==> config.mk <==
export PLATFORM = sky130hd
export DESIGN_NAME = vram_write_arbiter
export DESIGN_NICKNAME = d
export VERILOG_FILES = /design/src/rtl/vram_write_arbiter.sv
export SDC_FILE = /design/constraint.sdc
export NUM_CORES = 1
export LEC_CHECK = 0
export ABC_AREA = 1
export BUFFER_PORTS_ARGS = -buffer_cell sky130_fd_sc_hd__buf_2
export CORE_AREA = 2 2 73 75
export DETAILED_ROUTE_END_ITERATION = 6
export DIE_AREA = 0 0 75 77
export GPL_TIMING_DRIVEN = 0
export PLACE_DENSITY_LB_ADDON = 0.05
export SLEW_MARGIN = 30
export SYNTH_ARGS = -nofsm -noshare
export SYNTH_HDL_FRONTEND = slang
export SYNTH_SLANG_ARGS = --single-unit
==> constraint.sdc <==
create_clock -name iCLOCK -period 1.6 [get_ports iCLOCK]
set_input_delay 0.16 -clock iCLOCK [delete_from_list [all_inputs] [get_ports iCLOCK]]
set_output_delay 0.16 -clock iCLOCK [all_outputs]
set_load 0.005 [all_outputs]
==> src/rtl/vram_write_arbiter.sv <==
// vram_write_arbiter: round-robin, burst-bounded sharing of one VRAM write port between two writers
module vram_write_arbiter #(
  parameter int P_MAX_BURST = 16,
  parameter int P_CNT_W = 4
) (
  input  logic        iCLOCK,
  input  logic        inRESET,
  input  logic        iREQ0_REQ,
  input  logic [18:0] iREQ0_ADDR,
  input  logic [15:0] iREQ0_DATA,
  output logic        oREQ0_WAIT,
  input  logic        iREQ1_REQ,
  input  logic [18:0] iREQ1_ADDR,
  input  logic [15:0] iREQ1_DATA,
  output logic        oREQ1_WAIT,
  output logic        oVRAM_WRITE_REQ,
  output logic [18:0] oVRAM_WRITE_ADDR,
  output logic [15:0] oVRAM_WRITE_DATA,
  input  logic        iVRAM_WAIT,
  output logic [1:0]  oGRANT
);
  typedef enum logic [1:0] {IDLE, GNT0, GNT1} state_t;
  state_t state, stateNext;
  logic last, lastNext;
  logic [P_CNT_W-1:0] cnt, cntNext;
  logic valid;
  logic [18:0] addr;
  logic [15:0] data;
  logic free, acc0, acc1, accCur, port, reqCur, reqOth;
  always_comb begin
    free = !valid || !iVRAM_WAIT;
    acc0 = (state == GNT0) && iREQ0_REQ && free;
    acc1 = (state == GNT1) && iREQ1_REQ && free;
    accCur = acc0 || acc1;
    port = state == GNT1;
    reqCur = port ? iREQ1_REQ : iREQ0_REQ;
    reqOth = port ? iREQ0_REQ : iREQ1_REQ;
    stateNext = state;
    lastNext = last;
    cntNext = cnt;
    // last names the port served most recently, so a tie goes to the other one
    if (state == IDLE)
      stateNext = (iREQ0_REQ && (!iREQ1_REQ || last)) ? GNT0 : iREQ1_REQ ? GNT1 : IDLE;
    else if ((accCur && cnt == P_CNT_W'(P_MAX_BURST - 1)) || !reqCur) begin
      cntNext = '0;
      lastNext = port;
      stateNext = !reqOth ? IDLE : port ? GNT0 : GNT1;
    end else if (accCur)
      cntNext = cnt + P_CNT_W'(1);
  end
  always_ff @(posedge iCLOCK or negedge inRESET) begin
    if (!inRESET) begin
      state <= IDLE;
      last <= 1'b1;
      cnt <= '0;
      valid <= 1'b0;
      addr <= '0;
      data <= '0;
    end else begin
      state <= stateNext;
      last <= lastNext;
      cnt <= cntNext;
      // refill wins over drain so a stream sustains one write per clock
      if (accCur) begin
        valid <= 1'b1;
        addr <= acc1 ? iREQ1_ADDR : iREQ0_ADDR;
        data <= acc1 ? iREQ1_DATA : iREQ0_DATA;
      end else if (!iVRAM_WAIT)
        valid <= 1'b0;
    end
  end
  assign oREQ0_WAIT = !acc0;
  assign oREQ1_WAIT = !acc1;
  assign oVRAM_WRITE_REQ = valid;
  assign oVRAM_WRITE_ADDR = addr;
  assign oVRAM_WRITE_DATA = data;
  assign oGRANT = {state == GNT1, state == GNT0};
endmodule

======== Word level (Yosys, flattened, before mapping) ========
Index checks and enable logic that the tools add are counted.
word-level totals
  bits of input ports ..................... 75
  output and inout bits ................... 40
  bits in latches ......................... 0
  memories kept ........................... 0
  flip-flop bits (word level) ............. 43
  memory bits (writable) .................. 0
  logic and storage cells ................. 47
  bits in read-only memories .............. 0
cells by class
  $lt $le $gt $ge ......................... 0
  eq/ne operators ......................... 4
  multiply operators ...................... 0
  reduce and logical (&&, ||, !) cells .... 21
  add/subtract/negate cells ............... 1
  divide/modulo/power cells ............... 0
  shifts and indexed selects .............. 0
  bitwise gates (word level) .............. 1
  multiplexer cells ....................... 14
operator list
  kind                                                  number
  two-way mux 19 bit                                    1
  two-way mux 16 bit                                    1
  two-way mux 2 bit                                     6
  two-way mux 4 bit                                     2
  logical AND 1 bit                                     6
  logical NOT 1 bit                                     6
  adder 4 x 1 -> 4 bit (second input constant)          1
  equality test 4 bit (second input constant)           1
  logical OR 1 bit                                      4
  two-way mux 1 bit                                     4
  AND reduction 2 bit                                   2
  nonzero test 2 bit                                    2
  equality test 2 x 1 -> 1 bit (second input constant)  1
  equality test 2 bit (second input constant)           1
  logical NOT 2 bit                                     1
  != test 2 x 1 -> 1 bit (second input constant)        1
  inverter 1 bit                                        1

======== Logic depth before layout (Yosys ltp) ========
Gate-level depths: netlist of the first run.
  word-level depth ........................ 8
  mapped depth ............................ 9
  depth with buffers taken out ............ 8

======== Worst setup path before layout of the first run ========
No wires, ideal clock.
  path type ............................... register -> register
  start point ............................. register state[1]
  end point ............................... register addr[10], in the netlist oVRAM_WRITE_ADDR[10]
  period minus slack after synthesis ...... 1368 ps
  setup time .............................. 126 ps
  data arrival time ....................... 1242 ps
  data required time ...................... 1474 ps
  path buffers ............................ 2
  path slack .............................. 232 ps
  stages on the path, launching flop included .. 7
  cells stage by stage .................... dfrtp_1 -> inv_2 -> nand4_2 -> buf_2 -> buf_2 -> o21ai_0 -> a21oi_1
on the way
  cells in the longest elaborated chain, start to end .. 4
  elaborated cells between the ends (all ways) .. 8
  classes of those cells .................. eq/ne: 2; mux: 1; reduce/logical: 5
RTL lines
  item                                                                 RTL line  source
  start, declared                                                      23        state_t state, stateNext;
  start signal, assigned                                               60        state <= stateNext;
  equality test 2 bit or equality test 2 x 1 -> 1 bit (tied branches)  33, 32
  logical AND 1 bit (on tied branches) (2 in series)                   33, 32
  two-way mux 19 bit or logical OR 1 bit (tied branches)               66, 34
  end signal, assigned                                                 66        addr <= acc1 ? iREQ1_ADDR : iREQ0_ADDR;
  end, declared                                                        27        logic [18:0] addr;
Several ways; a longest one is shown, not always the timed one.
A chain may end at the register's enable or synchronous reset.

======== Final worst setup path of the first run ========
  start point ............................. register valid, in the netlist oVRAM_WRITE_REQ
  end point ............................... output oREQ0_WAIT
on the way
  cells in the longest elaborated chain, start to end .. 4
RTL lines
  item                    RTL line  source
  start, declared         26        logic valid;
  start signal, assigned  56        valid <= 1'b0;
  start signal, assigned  65        valid <= 1'b1;
  start signal, assigned  69        valid <= 1'b0;
  logical NOT 1 bit       31        free = !valid || !iVRAM_WAIT;
  logical OR 1 bit        31
  logical AND 1 bit       32        acc0 = (state == GNT0) && iREQ0_REQ && free;
  logical NOT 1 bit       72        assign oREQ0_WAIT = !acc0;
  end, declared           11        output logic oREQ0_WAIT,
Every way passes these cells.

==> metrics, run 1 <==
Final Util=58.9%; DRC=0; final hold slack=0.0982 ns; core area=0.00498 mm^2; clk slew on worst S/H paths=0.09 ns; achievable frequency=646 MHz; max-slew violations=0; RSZ-0062 raised after global routing=true; final hold vios=0; first-pass GRT wire length=9.43 mm; PortBufs=114; Clock Path Buffers=2; layout net count=460; Synth Cell Area=0.00211 mm^2; ant diodes=0; Worst EP required=1.44 ns; placed wire-length estimate=4.15 mm; WL met2=2.80 mm; DR WL/cell=12.7 um; root buffer cell=clkbuf_8; yosys warns=0; average cell area after synthesis=8.10 um^2; total wire length=5.79 mm; Initial Utilization=42.3%; vias in the first global route=2094; Die W=75 um; Least-Margin Pin Slew=0.542 ns; antenna violations before repair=0; Fill cells=482; GRT overflow=0; Seq cells post-synth=43; Post-DRT Antenna Nets=0; die area=0.00578 mm^2; All-Layer GR Usage=20.6%; Area after DPL=0.00277 mm^2; wl on met1=2.54 mm; share of cells above drive strength 1=39.0%; post-synthesis net count=336; Worst Hold Class=in -> reg; crit path launch type=flip-flop; DIE HEIGHT=77 um; GPL Wtd Cong=0.754; Vias=2192; Synth Instances=260; I/O Pins=115; DRT iter0 DRCs=103; Slew HR=63.9%; Leak Pwr=1.50 nW; CTS tree=built; met3 WL=424 um; fin area=0.00293 mm^2; Pre-antenna DRT Iters=4; count of cell types in the netlist=22; max-capacitance violation count=0; CTS sink count=43; clk_skew=0.00861 ns; outcome=completed; Pwr Density=1770 mW/mm^2; crit end category=output pin; Syn-to-layout area delta=39.1%; crit path time final=1.55 ns; fraction of the cycle the final worst path needs=96.7%; worst-path fanout max=10; Clock H-tree levels=2; Worst Path Arrival=1.39 ns; num rows=26; latest clock arrival within the worst-skew pair=0.29 ns; final setup fails=0; dpl cells=444; Setup Crit Path Kind=reg -> out; Max Used Layer=met4; worst ir drop on vdd=0.808 mV; TritonCTS buffer count=5; sequential area share after synthesis=51.1%; largest net degree at the start of global routing=44; Via density=4.82; Post-Layout Cell Count=455
placed cells by master, fill, tap and decap left out:
cell | Yosys | layout
a21oi_1 | 27 | 27
buf_2 | 7 | 118
buf_4 | 1 | 5
buf_6 | 4 | 4
buf_8 | 0 | 1
clkbuf_1 | 2 | 1
clkbuf_2 | 0 | 1
clkbuf_8 | 0 | 6
clkinv_4 | 0 | 1
clkinvlp_4 | 0 | 1
dfrtp_1 | 42 | 41
dfrtp_2 | 0 | 1
dfstp_2 | 1 | 1
dlygate4sd3_1 | 0 | 1
ha_1 | 1 | 1
inv_1 | 6 | 6
inv_2 | 3 | 3
nand2_1 | 65 | 63
nand2_2 | 0 | 2
nand2_8 | 1 | 1
nand3_1 | 4 | 4
nand3_2 | 2 | 1
nand3_4 | 0 | 1
nand4_1 | 6 | 6
nand4_4 | 0 | 1
nor2_1 | 37 | 37
nor2_4 | 1 | 1
nor3_1 | 1 | 1
o21ai_0 | 38 | 37
o21ai_1 | 9 | 9
o21ai_2 | 0 | 1
xor2_1 | 1 | 1
through the flow:
step / setup TNS, ns / setup WS (ns) / power [mW]
6_report: 0 / 0.0531 / 5.19
5_1_grt: -0.0162 / -0.0162 / 5.70
4_1_cts: -0.0207 / -0.0207 / 5.21
3_5_place_dp: 0 / 0.0263 / 4.39
3_3_place_gp: 0 / 0.0678 / 4.34
2_1_floorplan: 0 / 0.232 / 3.42
state kept, by name, summed over array words and instances, names as in the netlist:
signal,count
cnt,4
last,1
oVRAM_WRITE_ADDR,19
oVRAM_WRITE_DATA,16
oVRAM_WRITE_REQ,1
state,2
synthesized netlist by cell type, drive strengths merged:
cell | instances | share of area (%)
clkbuf | 2 | 0.36
ha | 1 | 0.59
nand3 | 6 | 1.9
xor2 | 1 | 0.42
a21oi | 27 | 6.4
dfstp | 1 | 1.2
o21ai | 47 | 11
buf | 12 | 4.2
nand4 | 7 | 2.4
nor3 | 1 | 0.24
inv | 9 | 1.6
nor2 | 38 | 7.1
dfrtp | 42 | 50
nand2 | 66 | 13
metal layers:
metal  global-route usage (%)  up-vias
li1                         -     1110
met1                     26.2     1006
met2                     34.4       74
met3                     5.26        2
met4                     5.00        0
met5                        0        -
worst paths after layout:
check	start	end	slack [ns]	cells after the start
min in group asynchronous	inRESET	oVRAM_WRITE_ADDR[18]	0.38	2
worst min register to register	last	last	0.47	2
worst max-delay path	oVRAM_WRITE_REQ	oREQ0_WAIT	0.05	5
worst min-delay path	iREQ1_ADDR[18]	oVRAM_WRITE_ADDR[18]	0.1	3
worst max register to register	state[1]	oVRAM_WRITE_ADDR[7]	0.14	7
max in group asynchronous	inRESET	state[0]	0.80	2
kinds of logic (layout without fill, tap and decap cells):
| family | count (synthesis) | count (layout) | synth area share (%) |
|---|---|---|---|
| AOI/OAI and AO/OA | 74 | 74 | 17.6 |
| xor gates and xnor gates | 1 | 1 | 0.416 |
| and+or+nand+nor | 118 | 118 | 24.2 |
| DFF | 43 | 43 | 51.1 |
| buffers and inverters | 23 | 148 | 6.12 |
| adders and majority gates | 1 | 1 | 0.594 |
worst max-delay path, cell delays in order, from the launching register on:
cell and delay (ns):
dfrtp_1 0.40, nand2_2 0.12, nand4_4 0.11, buf_8 0.16, buf_2 0.17, buf_2 0.14
power by group:
group          leakage, nW  internal [mW]  switching, mW
registers            0.512           1.65          0.305
clock network       0.0474          0.352          0.374
logic                0.936           1.10           1.41
total                 1.50           3.10           2.09
layout make-up:
cell class	count	area, um^2	share of cell area (%)
flip-flops and latches	43	1080	36.8
clock inverters	2	16.3	0.555
repair buffers	118	606	20.7
plain buffers	13	101	3.46
well taps	70	87.6	2.99
multi-input cells	194	926	31.6
clock buffers	6	82.6	2.82
inverters	9	33.8	1.15
what timing repair did:
item	in CTS	in global routing
cloned	0	0
setup buffers	2	1
endpoints found under the hold margin	42	0
hold buffers	1	0
gates resized for setup	6	5
endpoints found under the setup margin	2	6
pin swaps	1	1
(Power assumes the default switching activity.)
==> run 2, diff against run 1 <==
--- a/config.mk
+++ b/config.mk
@@ -7,9 +7,9 @@
 export LEC_CHECK = 0
 export ABC_AREA = 1
 export BUFFER_PORTS_ARGS = -buffer_cell sky130_fd_sc_hd__buf_2
-export CORE_AREA = 2 2 73 75
+export CORE_AREA = 2 2 76 78
 export DETAILED_ROUTE_END_ITERATION = 6
-export DIE_AREA = 0 0 75 77
+export DIE_AREA = 0 0 78 80
 export GPL_TIMING_DRIVEN = 0
 export PLACE_DENSITY_LB_ADDON = 0.05
 export SLEW_MARGIN = 30
==> constraint.sdc (replaced) <==
create_clock -name iCLOCK -period 1.4 [get_ports iCLOCK]
set_input_delay 0.14 -clock iCLOCK [delete_from_list [all_inputs] [get_ports iCLOCK]]
set_output_delay 0.14 -clock iCLOCK [all_outputs]
set_load 0.005 [all_outputs]
==> run 2 against run 1 <==
  * The run now ends with setup timing left
  * First-iteration DRC count down 24%
  * Routed wire length grew 26%
  * Clock-buffer cell count did not move
  * Critical path depth grew 1
  * Final cell count increased by 5.7%
  * Die area is 8.1% higher
  * Total power increased by 56%
  * Clock power rose by 37%
  * Sequential share of layout area decreased by 7.7 points
==> metrics, run 2 (synthesized netlist as in run 1, its figures left out) <==
clk slew on worst S/H paths=0.08 ns; GRT met2 Usage=36.1%; most common cell after layout, fill and taps aside=buf_2; layout net count=484; ant diodes=0; GR Util met1=27.4%; Initial Utilization=39.0%; failing checks=setup timing; core area=0.00541 mm^2; RSZ-0062 raised after global routing=true; Overall Power=8.07 mW; Pwr Density=2180 mW/mm^2; clock group share of total power=12.3%; Fill cells=452; most frequent cells in the layout=buf_2, nand2_1, dfrtp_1; Worst Hold Launch=iREQ1_ADDR[0]; Setup Crit Path Kind=reg -> out; met3 Resource Use GR=3.85%; vias in the first global route=2222; worst reg2reg path depth=8; share of cells above drive strength 1=64.3%; max-capacitance violation count=0; Worst Hold Class=in -> reg; largest net degree at the start of global routing=44; NetSw=3.31 mW; combinational share of power=58.5%; part of the power in registers=29.1%; Worst Hold Path EP=oVRAM_WRITE_ADDR[0]; Final Util=68.6%; CP max stage cell=dfrtp_1; I/O Pins=115; achievable frequency=670 MHz; GRT overflow=0; GPL Wtd Cong=0.832; Post-DRT Antenna Nets=0; clk_skew=0.00416 ns; Worst path most repeated cell=buf_6; most used routing layer=met2; r2r startpoint=state[0]; DIE HEIGHT=80 um; outcome=finished, violations left; antenna violations before repair=0; Least-Margin Pin Slew=0.558 ns; crit path launch type=flip-flop; root buffer cell=clkbuf_8; DR WL/cell=15.1 um; DRT iter0 DRCs=78; Worst EP required=1.26 ns; first-pass GRT wire length=10.5 mm; Die W=78 um; final setup fails=31; PortBufs=114; num rows=27; CTS tree=built; CTS sink count=43; die area=0.00624 mm^2; total wire length=7.27 mm; Clock H-tree levels=2; crit end category=output pin; Via density=4.98; Vias=2393; Largest register FFs=19; Leak Pwr=1.77 nW; max-slew violations=0; worst-path fanout max=5; Syn-to-layout area delta=75.9%; cell count of the worst hold path=3; final worst slack=-0.0936 ns; crit path time final=1.49 ns; fraction of the cycle the final worst path needs=107%; Worst Path Arrival=1.35 ns; fin area=0.00371 mm^2; TritonCTS buffer count=5; final hold vios=0; Reg area=0.00108 mm^2; Slew HR=62.8%; All-Layer GR Usage=21.3%; worst ir drop on vdd=1.15 mV; Crit path largest cell delay=0.40 ns; multi-input logic area=0.00135 mm^2; Area after DPL=0.00277 mm^2; Clock Path Buffers=2; FF-to-FF End=oVRAM_WRITE_ADDR[5]; Pre-antenna DRT Iters=4; R2R setup slack=-0.05 ns; CP cell instances=inv_2 -> buf_6 -> nand4_4 -> buf_6 -> buf_6 -> buf_6; Net Sw Frac=41.1%; final hold slack=0.0899 ns; placed wire-length estimate=4.39 mm; DRC=0; latest clock arrival within the worst-skew pair=0.29 ns; Power Internal=4.76 mW
[run 2: routing by layer]
layer / share of wire [%] / wire length (um)
met4: 2.7 / 197
met5: 0 / 0
met3: 5.6 / 410
met1: 42 / 3060
met2: 50 / 3600
[run 2: worst max-delay path by stage]
| stage | start | to | cells past startpoint |
|---|---|---|---|
| floorplan | state[1] | oVRAM_WRITE_ADDR[10] | 6 |
| detailed placement | state[1] | oVRAM_WRITE_ADDR[3] | 7 |
| finish | state[1] | oREQ0_WAIT | 6 |
| global placement | state[1] | oVRAM_WRITE_ADDR[5] | 7 |
| CTS | state[1] | oREQ0_WAIT | 6 |
| global route | state[1] | oREQ0_WAIT | 6 |
[run 2: power by group through the flow]
stage	Combinational, mW	Clock [mW]	Sequential (mW)
2_1_floorplan	1.62	0	2.29
3_3_place_gp	2.76	0	2.24
3_5_place_dp	2.81	0	2.25
4_1_cts	3.59	1.03	2.21
5_1_grt	5.14	1.07	2.42
6_report	4.72	0.996	2.35
[run 2: critical path, delay by kind of cell, from the launching register on]
kind	cells	cell delay (ns)
flops	1	0.40
simple gates	1	0.07
buf+inv	5	0.59
[run 2: final cells by class]
class	instances	area share, %
inverter	9	1.05
multi-input combinational	195	36.3
buffer	14	4.90
tap	72	2.43
timing repair buffer	140	23.1
clock buffer	6	2.23
sequential	43	29.1
clock inverter	2	0.945
[run 2: through the flow]
step | worst slack, ns | setup TNS, ns | cells
final | -0.0936 | -0.641 | 481
after detailed placement | -0.209 | -3.97 | 446
after floorplan | 0.0321 | 0 | 260
after global placement | -0.203 | -3.67 | 446
after CTS | -0.0630 | -0.627 | 476
after global routing | -0.147 | -2.88 | 481
[run 2: repair_timing]
action / 4_1_cts / 5_1_grt
resized for setup: 70 / 119
hold buffers: 1 / 0
hold endpoints to repair: 42 / 0
cloned: 2 / 2
pin swaps: 11 / 20
buffers inserted: 19 / 3
setup endpoints to repair: 44 / 47
